### src/rtl/hazard_ctrl_unit.sv
// ---------------------------------------------------------------------------
// hazard_ctrl_unit
//
// Hazard controller for the 5-stage RV32 pipeline. Combines M/W operand
// forwarding with load-use stalling (configurable bubble count), branch
// flushing, memory wait-state stalling and two saturating performance
// counters.
//
// Parameters
//   REG_ADDR_W        register index width
//   LOAD_USE_BUBBLES  stalled cycles per load-use hazard (1..7)
//   CNT_W             performance counter width
//
// Ports
//   clk, rst                  clock, asynchronous active-low reset
//   Rs1_D, Rs2_D              source registers of the instruction in Decode
//   Rs1_E, Rs2_E              source registers of the instruction in Execute
//   RD_E, RD_M, RD_W          destination registers in E/M/W
//   RegWriteM, RegWriteW      register write enables in M/W
//   LoadE                     instruction in E is a load
//   PCSrcE                    branch/jump taken in E
//   mem_req_M, mem_ready_M    data memory request / completion in M
//   cnt_clr                   synchronous clear of both counters
//   ForwardAE, ForwardBE      00 = regfile, 10 = ALU_ResultM, 01 = ResultW
//   StallF/D/E/M              hold the corresponding pipeline register
//   FlushD/E/W                bubble into the corresponding pipeline register
//   stall_cycles              cycles with StallF = 1 (saturating)
//   flush_events              cycles with a branch flush (saturating)
// ---------------------------------------------------------------------------
module hazard_ctrl_unit #(
  parameter int REG_ADDR_W       = 5,
  parameter int LOAD_USE_BUBBLES = 1,
  parameter int CNT_W            = 32
) (
  input  logic                  clk,
  input  logic                  rst,
  input  logic [REG_ADDR_W-1:0] Rs1_D,
  input  logic [REG_ADDR_W-1:0] Rs2_D,
  input  logic [REG_ADDR_W-1:0] Rs1_E,
  input  logic [REG_ADDR_W-1:0] Rs2_E,
  input  logic [REG_ADDR_W-1:0] RD_E,
  input  logic [REG_ADDR_W-1:0] RD_M,
  input  logic [REG_ADDR_W-1:0] RD_W,
  input  logic                  RegWriteM,
  input  logic                  RegWriteW,
  input  logic                  LoadE,
  input  logic                  PCSrcE,
  input  logic                  mem_req_M,
  input  logic                  mem_ready_M,
  input  logic                  cnt_clr,
  output logic [1:0]            ForwardAE,
  output logic [1:0]            ForwardBE,
  output logic                  StallF,
  output logic                  StallD,
  output logic                  StallE,
  output logic                  StallM,
  output logic                  FlushD,
  output logic                  FlushE,
  output logic                  FlushW,
  output logic [CNT_W-1:0]      stall_cycles,
  output logic [CNT_W-1:0]      flush_events
);

  typedef enum logic [1:0] {
    RUN        = 2'd0,
    LOAD_STALL = 2'd1,
    MEM_WAIT   = 2'd2
  } state_t;

  localparam logic [2:0]       BUBBLE_INIT = 3'(LOAD_USE_BUBBLES - 1);
  localparam logic [CNT_W-1:0] CNT_ONE     = CNT_W'(1);

  state_t          r_state;
  state_t          r_retState;
  state_t          w_nextState;
  state_t          w_retNext;
  state_t          w_effState;
  logic [2:0]      r_bubbleCnt;
  logic [2:0]      w_bubbleNext;
  logic            w_lu;
  logic            w_mw;
  logic [CNT_W-1:0] r_stallCycles;
  logic [CNT_W-1:0] r_flushEvents;

  // M-stage result is younger than W-stage result, so it wins; x0 is never
  // forwarded because it is hard-wired to zero.
  function automatic logic [1:0] fwdSel(
    input logic [REG_ADDR_W-1:0] rs,
    input logic                  wrM,
    input logic [REG_ADDR_W-1:0] rdM,
    input logic                  wrW,
    input logic [REG_ADDR_W-1:0] rdW
  );
    if (wrM && (rdM != '0) && (rdM == rs))
      return 2'b10;
    else if (wrW && (rdW != '0) && (rdW == rs))
      return 2'b01;
    else
      return 2'b00;
  endfunction

  assign w_lu = LoadE && (RD_E != '0) && ((RD_E == Rs1_D) || (RD_E == Rs2_D));
  assign w_mw = mem_req_M && !mem_ready_M;

  // On the release cycle of a memory wait the saved state's rules apply
  // immediately, so the controller behaves as if it were already back there.
  assign w_effState = ((r_state == MEM_WAIT) && !w_mw) ? r_retState : r_state;

  always_ff @(posedge clk or negedge rst) begin
    if (!rst) begin
      r_state     <= RUN;
      r_retState  <= RUN;
      r_bubbleCnt <= 3'd0;
    end else begin
      r_state     <= w_nextState;
      r_retState  <= w_retNext;
      r_bubbleCnt <= w_bubbleNext;
    end
  end

  // Next-state logic. A memory wait freezes the bubble counter and remembers
  // where to resume; the remembered state is captured only on entry.
  always_comb begin
    w_nextState  = w_effState;
    w_retNext    = r_retState;
    w_bubbleNext = r_bubbleCnt;
    if (w_mw) begin
      w_nextState = MEM_WAIT;
      if (r_state != MEM_WAIT)
        w_retNext = r_state;
    end else begin
      case (w_effState)
        RUN: begin
          if (!PCSrcE && w_lu && (LOAD_USE_BUBBLES > 1)) begin
            w_nextState  = LOAD_STALL;
            w_bubbleNext = BUBBLE_INIT;
          end
        end
        LOAD_STALL: begin
          if (r_bubbleCnt <= 3'd1) begin
            w_nextState  = RUN;
            w_bubbleNext = 3'd0;
          end else begin
            w_bubbleNext = r_bubbleCnt - 3'd1;
          end
        end
        default: w_nextState = RUN;
      endcase
    end
  end

  // Output logic. Everything is gated by rst so the pipeline sees no
  // stall/flush/forward activity the instant reset is asserted.
  always_comb begin
    ForwardAE = 2'b00;
    ForwardBE = 2'b00;
    StallF    = 1'b0;
    StallD    = 1'b0;
    StallE    = 1'b0;
    StallM    = 1'b0;
    FlushD    = 1'b0;
    FlushE    = 1'b0;
    FlushW    = 1'b0;
    if (rst) begin
      ForwardAE = fwdSel(Rs1_E, RegWriteM, RD_M, RegWriteW, RD_W);
      ForwardBE = fwdSel(Rs2_E, RegWriteM, RD_M, RegWriteW, RD_W);
      if (w_mw) begin
        StallF = 1'b1;
        StallD = 1'b1;
        StallE = 1'b1;
        StallM = 1'b1;
        FlushW = 1'b1;
      end else begin
        case (w_effState)
          RUN: begin
            if (PCSrcE) begin
              FlushD = 1'b1;
              FlushE = 1'b1;
            end else if (w_lu) begin
              StallF = 1'b1;
              StallD = 1'b1;
              FlushE = 1'b1;
            end
          end
          LOAD_STALL: begin
            StallF = 1'b1;
            StallD = 1'b1;
            FlushE = 1'b1;
          end
          default: ;
        endcase
      end
    end
  end

  // FlushD is only ever raised by a taken branch, so it marks a flush event.
  always_ff @(posedge clk or negedge rst) begin
    if (!rst) begin
      r_stallCycles <= '0;
      r_flushEvents <= '0;
    end else if (cnt_clr) begin
      r_stallCycles <= '0;
      r_flushEvents <= '0;
    end else begin
      if (StallF && (r_stallCycles != '1))
        r_stallCycles <= r_stallCycles + CNT_ONE;
      if (FlushD && (r_flushEvents != '1))
        r_flushEvents <= r_flushEvents + CNT_ONE;
    end
  end

  assign stall_cycles = r_stallCycles;
  assign flush_events = r_flushEvents;

endmodule

### config.mk
export PLATFORM = sky130hd
export DESIGN_NAME = hazard_ctrl_unit
export DESIGN_NICKNAME = d
export VERILOG_FILES = /design/src/rtl/hazard_ctrl_unit.sv
export SDC_FILE = /design/constraint.sdc
export NUM_CORES = 1
export LEC_CHECK = 0
export CORE_UTILIZATION = 44
export DETAILED_ROUTE_END_ITERATION = 10
export HOLD_SLACK_MARGIN = 0.05
export PLACE_DENSITY = 0.77
export SYNTH_ARGS = -nofsm -noshare
export SYNTH_HDL_FRONTEND = slang
export SYNTH_SLANG_ARGS = --single-unit
### constraint.sdc
create_clock -name clk -period 4.3 [get_ports clk]
set_input_delay 1.29 -clock clk [delete_from_list [all_inputs] [get_ports clk]]
set_output_delay 1.29 -clock clk [all_outputs]
set_load 0.05 [all_outputs]
======== After elaboration in Yosys (flattened, before gate mapping) ========
Cells that the tools add are included.
word-level totals
  output and inout bits ................... 75
  logic and storage cells ................. 74
  bits of input ports ..................... 44
  register bits ........................... 71
cells by class
  muxes and demuxes ....................... 30
  add/sub/neg operators ................... 3
  order comparisons ....................... 1
  reductions and logical operators ........ 23
  equal/unequal tests ..................... 11
  bitwise logic cells ..................... 1
operator list
  operator                                                                count
  32-bit 2-to-1 mux                                                       4
  32-bit by 1-bit adder with 32-bit output (second input constant)        2
  32-bit != test (second input constant)                                  2
  5-bit equality test                                                     6
  1-bit 2-to-1 mux                                                        15
  5-bit nonzero test                                                      3
  2-bit 2-to-1 mux                                                        7
  1-bit logical AND                                                       12
  1-bit one-hot mux with 2 select lines                                   2
  2-bit one-hot mux with 2 select lines                                   1
  2-bit AND reduction                                                     2
  2-bit nonzero test                                                      2
  3-bit by 1-bit <= comparator with 1-bit output (second input constant)  1
  3-bit 2-to-1 mux                                                        1
  3-bit by 1-bit subtractor with 3-bit output (second input constant)     1
  2-bit by 1-bit equality test with 1-bit output (second input constant)  1
  2-bit equality test (second input constant)                             1
  1-bit zero test                                                         2
  2-bit zero test                                                         1
  2-bit != test (second input constant)                                   1
  1-bit logical OR                                                        1
  1-bit inverter                                                          1

======== Longest topological paths before layout ========
  depth after elaboration ................. 12
  mapped depth ............................ 11
  gate-level depth less buffers ........... 8

======== Worst setup path before layout ========
Ideal clock, no wire load.
  path kind ............................... input-to-output
  start point ............................. in RD_M[1]
  end point ............................... out ForwardAE[0]
  stages .................................. 4
  data required time ...................... 3.010 ns
  setup slack ............................. -0.631 ns
  path buffers ............................ 0
  arrival ................................. 3.641 ns
  path through ............................ or4_1 o21ai_0 nor4_1 nor4_1
on the way
  word-level cells in the longest chain between the ends .. 5
  elaborated cells between the ends (all ways) .. 6
  classes of those cells .................. 1 x eq/ne; 2 x mux; 3 x reduce/logical
ends and longest elaborated chain
  element              RTL line  source
  start: declaration   42        input logic [REG_ADDR_W-1:0] RD_M,
  5-bit nonzero test   94        if (wrM && (rdM != '0) && (rdM == rs))
  1-bit logical AND    94
  1-bit logical AND *  94
  2-bit 2-to-1 mux *   94
  2-bit 2-to-1 mux *   164       if (rst) begin
  end: declaration     51        output logic [1:0] ForwardAE,
Mark *: on every way between the ends. The rest lies on a longest branch, timed or not.

======== Worst setup path after layout ========
  start point ............................. in RD_M[0]
  end point ............................... out ForwardBE[1]
on the way
  word-level cells in the longest chain between the ends .. 5
  elaborated cells between the ends (all ways) .. 6
  classes of those cells .................. 1 x eq/ne; 2 x mux; 3 x reduce/logical
ends and longest elaborated chain
  element              RTL line  source
  5-bit nonzero test   94
  1-bit logical AND    94
  1-bit logical AND *  94
  2-bit 2-to-1 mux *   94
  2-bit 2-to-1 mux *   164
  end: declaration     52        output logic [1:0] ForwardBE,
Marks and branches as above.

==> summary.txt <==
===============================================================================================
Static leakage ...................................................................      2.53 nW
Capturing point of the worst reg2reg path ........................................ stall_cycles[16]$_DFFE_PN0P_
Endpoint of the worst hold path .................................................. r_retState[0]$_DFFE_PN0P_
Hold violation total from the final report .......................................            0
Number of remaining DRC errors ...................................................            0
Count of antenna diodes in the layout ............................................            0
DRT Pass-1 Iters .................................................................            5
Total I/O pin count ..............................................................          119
Std-Cell Core Area ...............................................................     9680 um2
Run status ....................................................................... finished, final reports clean
Area share of the largest cell type after synthesis ..............................        40.6%
CP Data Required Time ............................................................      3010 ps
Sequential group share of total power ............................................        44.9%
Number of enable flip-flop cells after synthesis .................................            0
Top cells by area in the synthesized netlist ..................................... sky130_fd_sc_hd__dfrtp_1, sky130_fd_sc_hd__xor2_1, sky130_fd_sc_hd__or4_1
Switching Share ..................................................................        24.1%
PD cells .........................................................................   241 nW/um2
Global route overflow ............................................................            0
Syn Std Cell Area ................................................................     4370 um2
Post-synth top cells ............................................................. sky130_fd_sc_hd__dfrtp_1, sky130_fd_sc_hd__xor2_1, sky130_fd_sc_hd__nor2_1
Post-layout instance count excluding filler cells ................................          755
Logic pwr share ..................................................................        12.8%
Standard-cell row count ..........................................................           36
CTS Hold Bufs ....................................................................            0
Die Span X .......................................................................       102 um
Fin. max-slew vios ...............................................................            0
Synthesized netlist cell count ...................................................          486
Vias in the first global route ...................................................         4240
Wire per inst ....................................................................      16.2 um
Worst min-delay path startpoint .................................................. r_retState[0]$_DFFE_PN0P_
Placed insts .....................................................................          738
Total wire length ................................................................     12200 um
Final standard cell utilization of the core ......................................        64.3%
Origin of the critical flop-to-flop path ......................................... stall_cycles[20]$_DFFE_PN0P_
Fraction of the yosys area taken by sequential cells .............................        40.6%
H-tree depth reported by CTS .....................................................            3
TritonCTS clock tree .............................................................          yes
Switching Power ..................................................................     0.362 mW
Slowest Stage Delay on Critical Path .............................................       530 ps
Share of cells above drive strength 1 ............................................        13.0%
Post-detailed-route count of antenna-violating nets ..............................            0
Global placement routability congestion ..........................................        0.816
Share of async-settable or async-resettable flops after synthesis ................         100%
Die ar. ..........................................................................    10300 um2
Clock latency at the later pin of the worst-skew pair ............................       340 ps
Largest buffer count on any clock path ...........................................            2
Worst-case headroom to the max-slew limit ........................................        32.4%
Count of synthesis-stage warnings from yosys .....................................            0
Worst hold stages ................................................................            2
Number of clock buffers inserted by TritonCTS ....................................            9
Total placed instance area .......................................................     5890 um2
Post-synthesis cell type count ...................................................           43
Post-layout min period ...........................................................      4270 ps
Initial core utilization .........................................................        45.2%
Net count of the finished layout .................................................          666
Hold Worst Slack .................................................................       522 ps
Count of routing violations after the opening detailed-route iteration ...........          246
Total nets after synthesis .......................................................          534
Type of the worst setup path .....................................................    in -> out
Cells on worst reg2reg path ......................................................            7
Data arrival, critical path ......................................................      2980 ps
Vias .............................................................................         4324
Die boundary height ..............................................................       102 um
Global routing usage summed across all routing layers ............................        24.1%
Cell taking the most area after synthesis ........................................ sky130_fd_sc_hd__dfrtp_1
DP HPWL ..........................................................................      8640 um
Part of the cycle the worst path needs ...........................................        99.2%
Flip-flop and latch count after synthesis ........................................           71
Port-buffer cells ................................................................          118
Critical path endpoint category .................................................. primary output
Worst reg-to-reg setup slack .....................................................      1480 ps
Internal power summed over all cells .............................................      1.14 mW
Maximum fanout along the worst path ..............................................            3
Avg Inst Size Synth ..............................................................     9.00 um2
Clk_skew .........................................................................      7.53 ps
Slowest cell on crit path ........................................................ sky130_fd_sc_hd__clkdlybuf4s50_1
Cell-by-cell trace of the critical path .......................................... clkdlybuf4s50_1 -> xnor2_1 -> nand3_1 -> nor4_4 -> and2_1 -> buf_12
Clock input transition at the sequential cells of the worst setup and hold paths .        70 ps
Routed vias/inst .................................................................         5.73
Most frequently used flop master after synthesis ................................. sky130_fd_sc_hd__dfrtp_1
Final setup violation count ......................................................            0
CTS sink count ...................................................................           71
Post-synthesis to final-layout area growth .......................................        42.5%
Worst IR Drop VDD ................................................................     0.198 mV
Pin count of the biggest net entering global routing .............................           57
Peak clock frequency supported by timing .........................................      234 MHz
Hold crit path type ..............................................................   reg -> reg
Most common cell in the synthesized netlist ...................................... sky130_fd_sc_hd__dfrtp_1
Kind of start point of the critical path .........................................    input pin
Final cell area excluding filler cells ...........................................     6230 um2
Cell chosen for the clock root ................................................... sky130_fd_sc_hd__clkbuf_8
First-pass GRT wire length .......................................................     19800 um
Power consumption ................................................................      1.50 mW
Initial antenna violation count ..................................................            0
Slew @ Worst Pin .................................................................      1010 ps
Max-capacitance violation count ..................................................            0
Clock network power share ........................................................        42.3%
===============================================================================================
-- worst max path at each step --
| stage | startpoint | to | slack [ps] | depth (start not counted) |
|---|---|---|---|---|
| after global placement | mem_ready_M | StallD | -160 | 8 |
| after global routing | RD_M[0] | ForwardBE[1] | -170 | 6 |
| after CTS | mem_req_M | StallF | 20 | 8 |
| after floorplan | mem_ready_M | StallF | -160 | 10 |
| after detailed placement | mem_ready_M | StallF | -200 | 8 |
| final | RD_M[0] | ForwardBE[1] | 30 | 6 |
-- critical path: cells and delay by family --
kind | cells | cell delay, ps
xor gates and xnor gates | 1 | 260
buffers and inverters | 2 | 670
and+or+nand+nor | 3 | 750
-- logic make-up (layout without fill, tap and decap cells) --
logic type                 after synthesis  after routing  share of synthesized area [%]
and+or+nand+nor                        241            241                           30.9
DFF                                     71             71                           40.6
AOI/OAI and AO/OA                       66             66                           9.27
xor gates and xnor gates                60             60                           12.0
buffers and inverters                   35            171                           3.72
muxes                                    9              9                           2.29
adders and majority gates                4              4                           1.14
-- cell usage in the layout (no fill, tap or decap), types with 5 or more instances in the layout --
master                            count
sky130_fd_sc_hd__and3_1              14
sky130_fd_sc_hd__nand2_1             29
sky130_fd_sc_hd__mux2_2               8
sky130_fd_sc_hd__buf_4               30
sky130_fd_sc_hd__xor2_1              54
sky130_fd_sc_hd__clkbuf_8             9
sky130_fd_sc_hd__nand3_1             31
sky130_fd_sc_hd__nor3_1               9
sky130_fd_sc_hd__o31ai_1             23
sky130_fd_sc_hd__nor2_1              53
sky130_fd_sc_hd__nand4_1             28
sky130_fd_sc_hd__nor4_1               5
sky130_fd_sc_hd__dfrtp_1             71
sky130_fd_sc_hd__nor2b_1             10
sky130_fd_sc_hd__a21oi_1             27
sky130_fd_sc_hd__clkdlybuf4s50_1     91
sky130_fd_sc_hd__dlymetal6s2s_1       5
sky130_fd_sc_hd__and2_1               9
sky130_fd_sc_hd__or4_1               24
sky130_fd_sc_hd__dlygate4sd2_1        9
sky130_fd_sc_hd__and4_1               9
sky130_fd_sc_hd__inv_1                7
sky130_fd_sc_hd__o21ai_0              6
sky130_fd_sc_hd__buf_12               8
sky130_fd_sc_hd__xnor2_1              6
-- timing repair --
| item | 4_1_cts | 5_1_grt |
|---|---|---|
| endpoints found under the setup margin | 5 | 5 |
| pin swaps | 9 | 7 |
| gates resized for setup | 23 | 11 |
| buffers inserted | 1 | 1 |
-- registers in the layout, indices dropped and copies added (netlist names) --
register	count
flush_events	32
r_bubbleCnt	3
r_retState	2
r_state	2
stall_cycles	32
-- stage by stage --
stage,setup WS (ps),TNS (ps)
global placement,-163,-612
floorplan,-155,-217
detailed placement,-197,-733
finish,33.7,0
global route,-168,-288
CTS,19.6,0
-- area by class of cell --
class                           count  area [um2]
Clock inverter                      5         106
Clock buffer                       10         128
Tap cell                          133         166
Timing Repair Buffer              147        1480
Fill cell                         843        3450
Sequential cell                    71        1780
Inverter                            9        40.0
Multi-Input combinational cell    380        2530
-- power groups by stage --
stage / combinational, mW / clock (mW) / sequential, mW
finish: 0.192 / 0.636 / 0.674
global placement: 0.177 / 0 / 0.687
detailed placement: 0.182 / 0 / 0.687
global route: 0.207 / 0.674 / 0.675
floorplan: 0.0726 / 0 / 0.693
CTS: 0.187 / 0.647 / 0.674
-- metal layers --
metal / up-vias / share of wire [%] / global-route usage [%]
li1: 2047 / - / -
met1: 2114 / 42 / 29.0
met2: 140 / 51 / 41.9
met3: 23 / 4.6 / 4.97
met4: 0 / 2.5 / 9.81
met5: - / 0 / 0
Power figures use the tool's default switching activity.
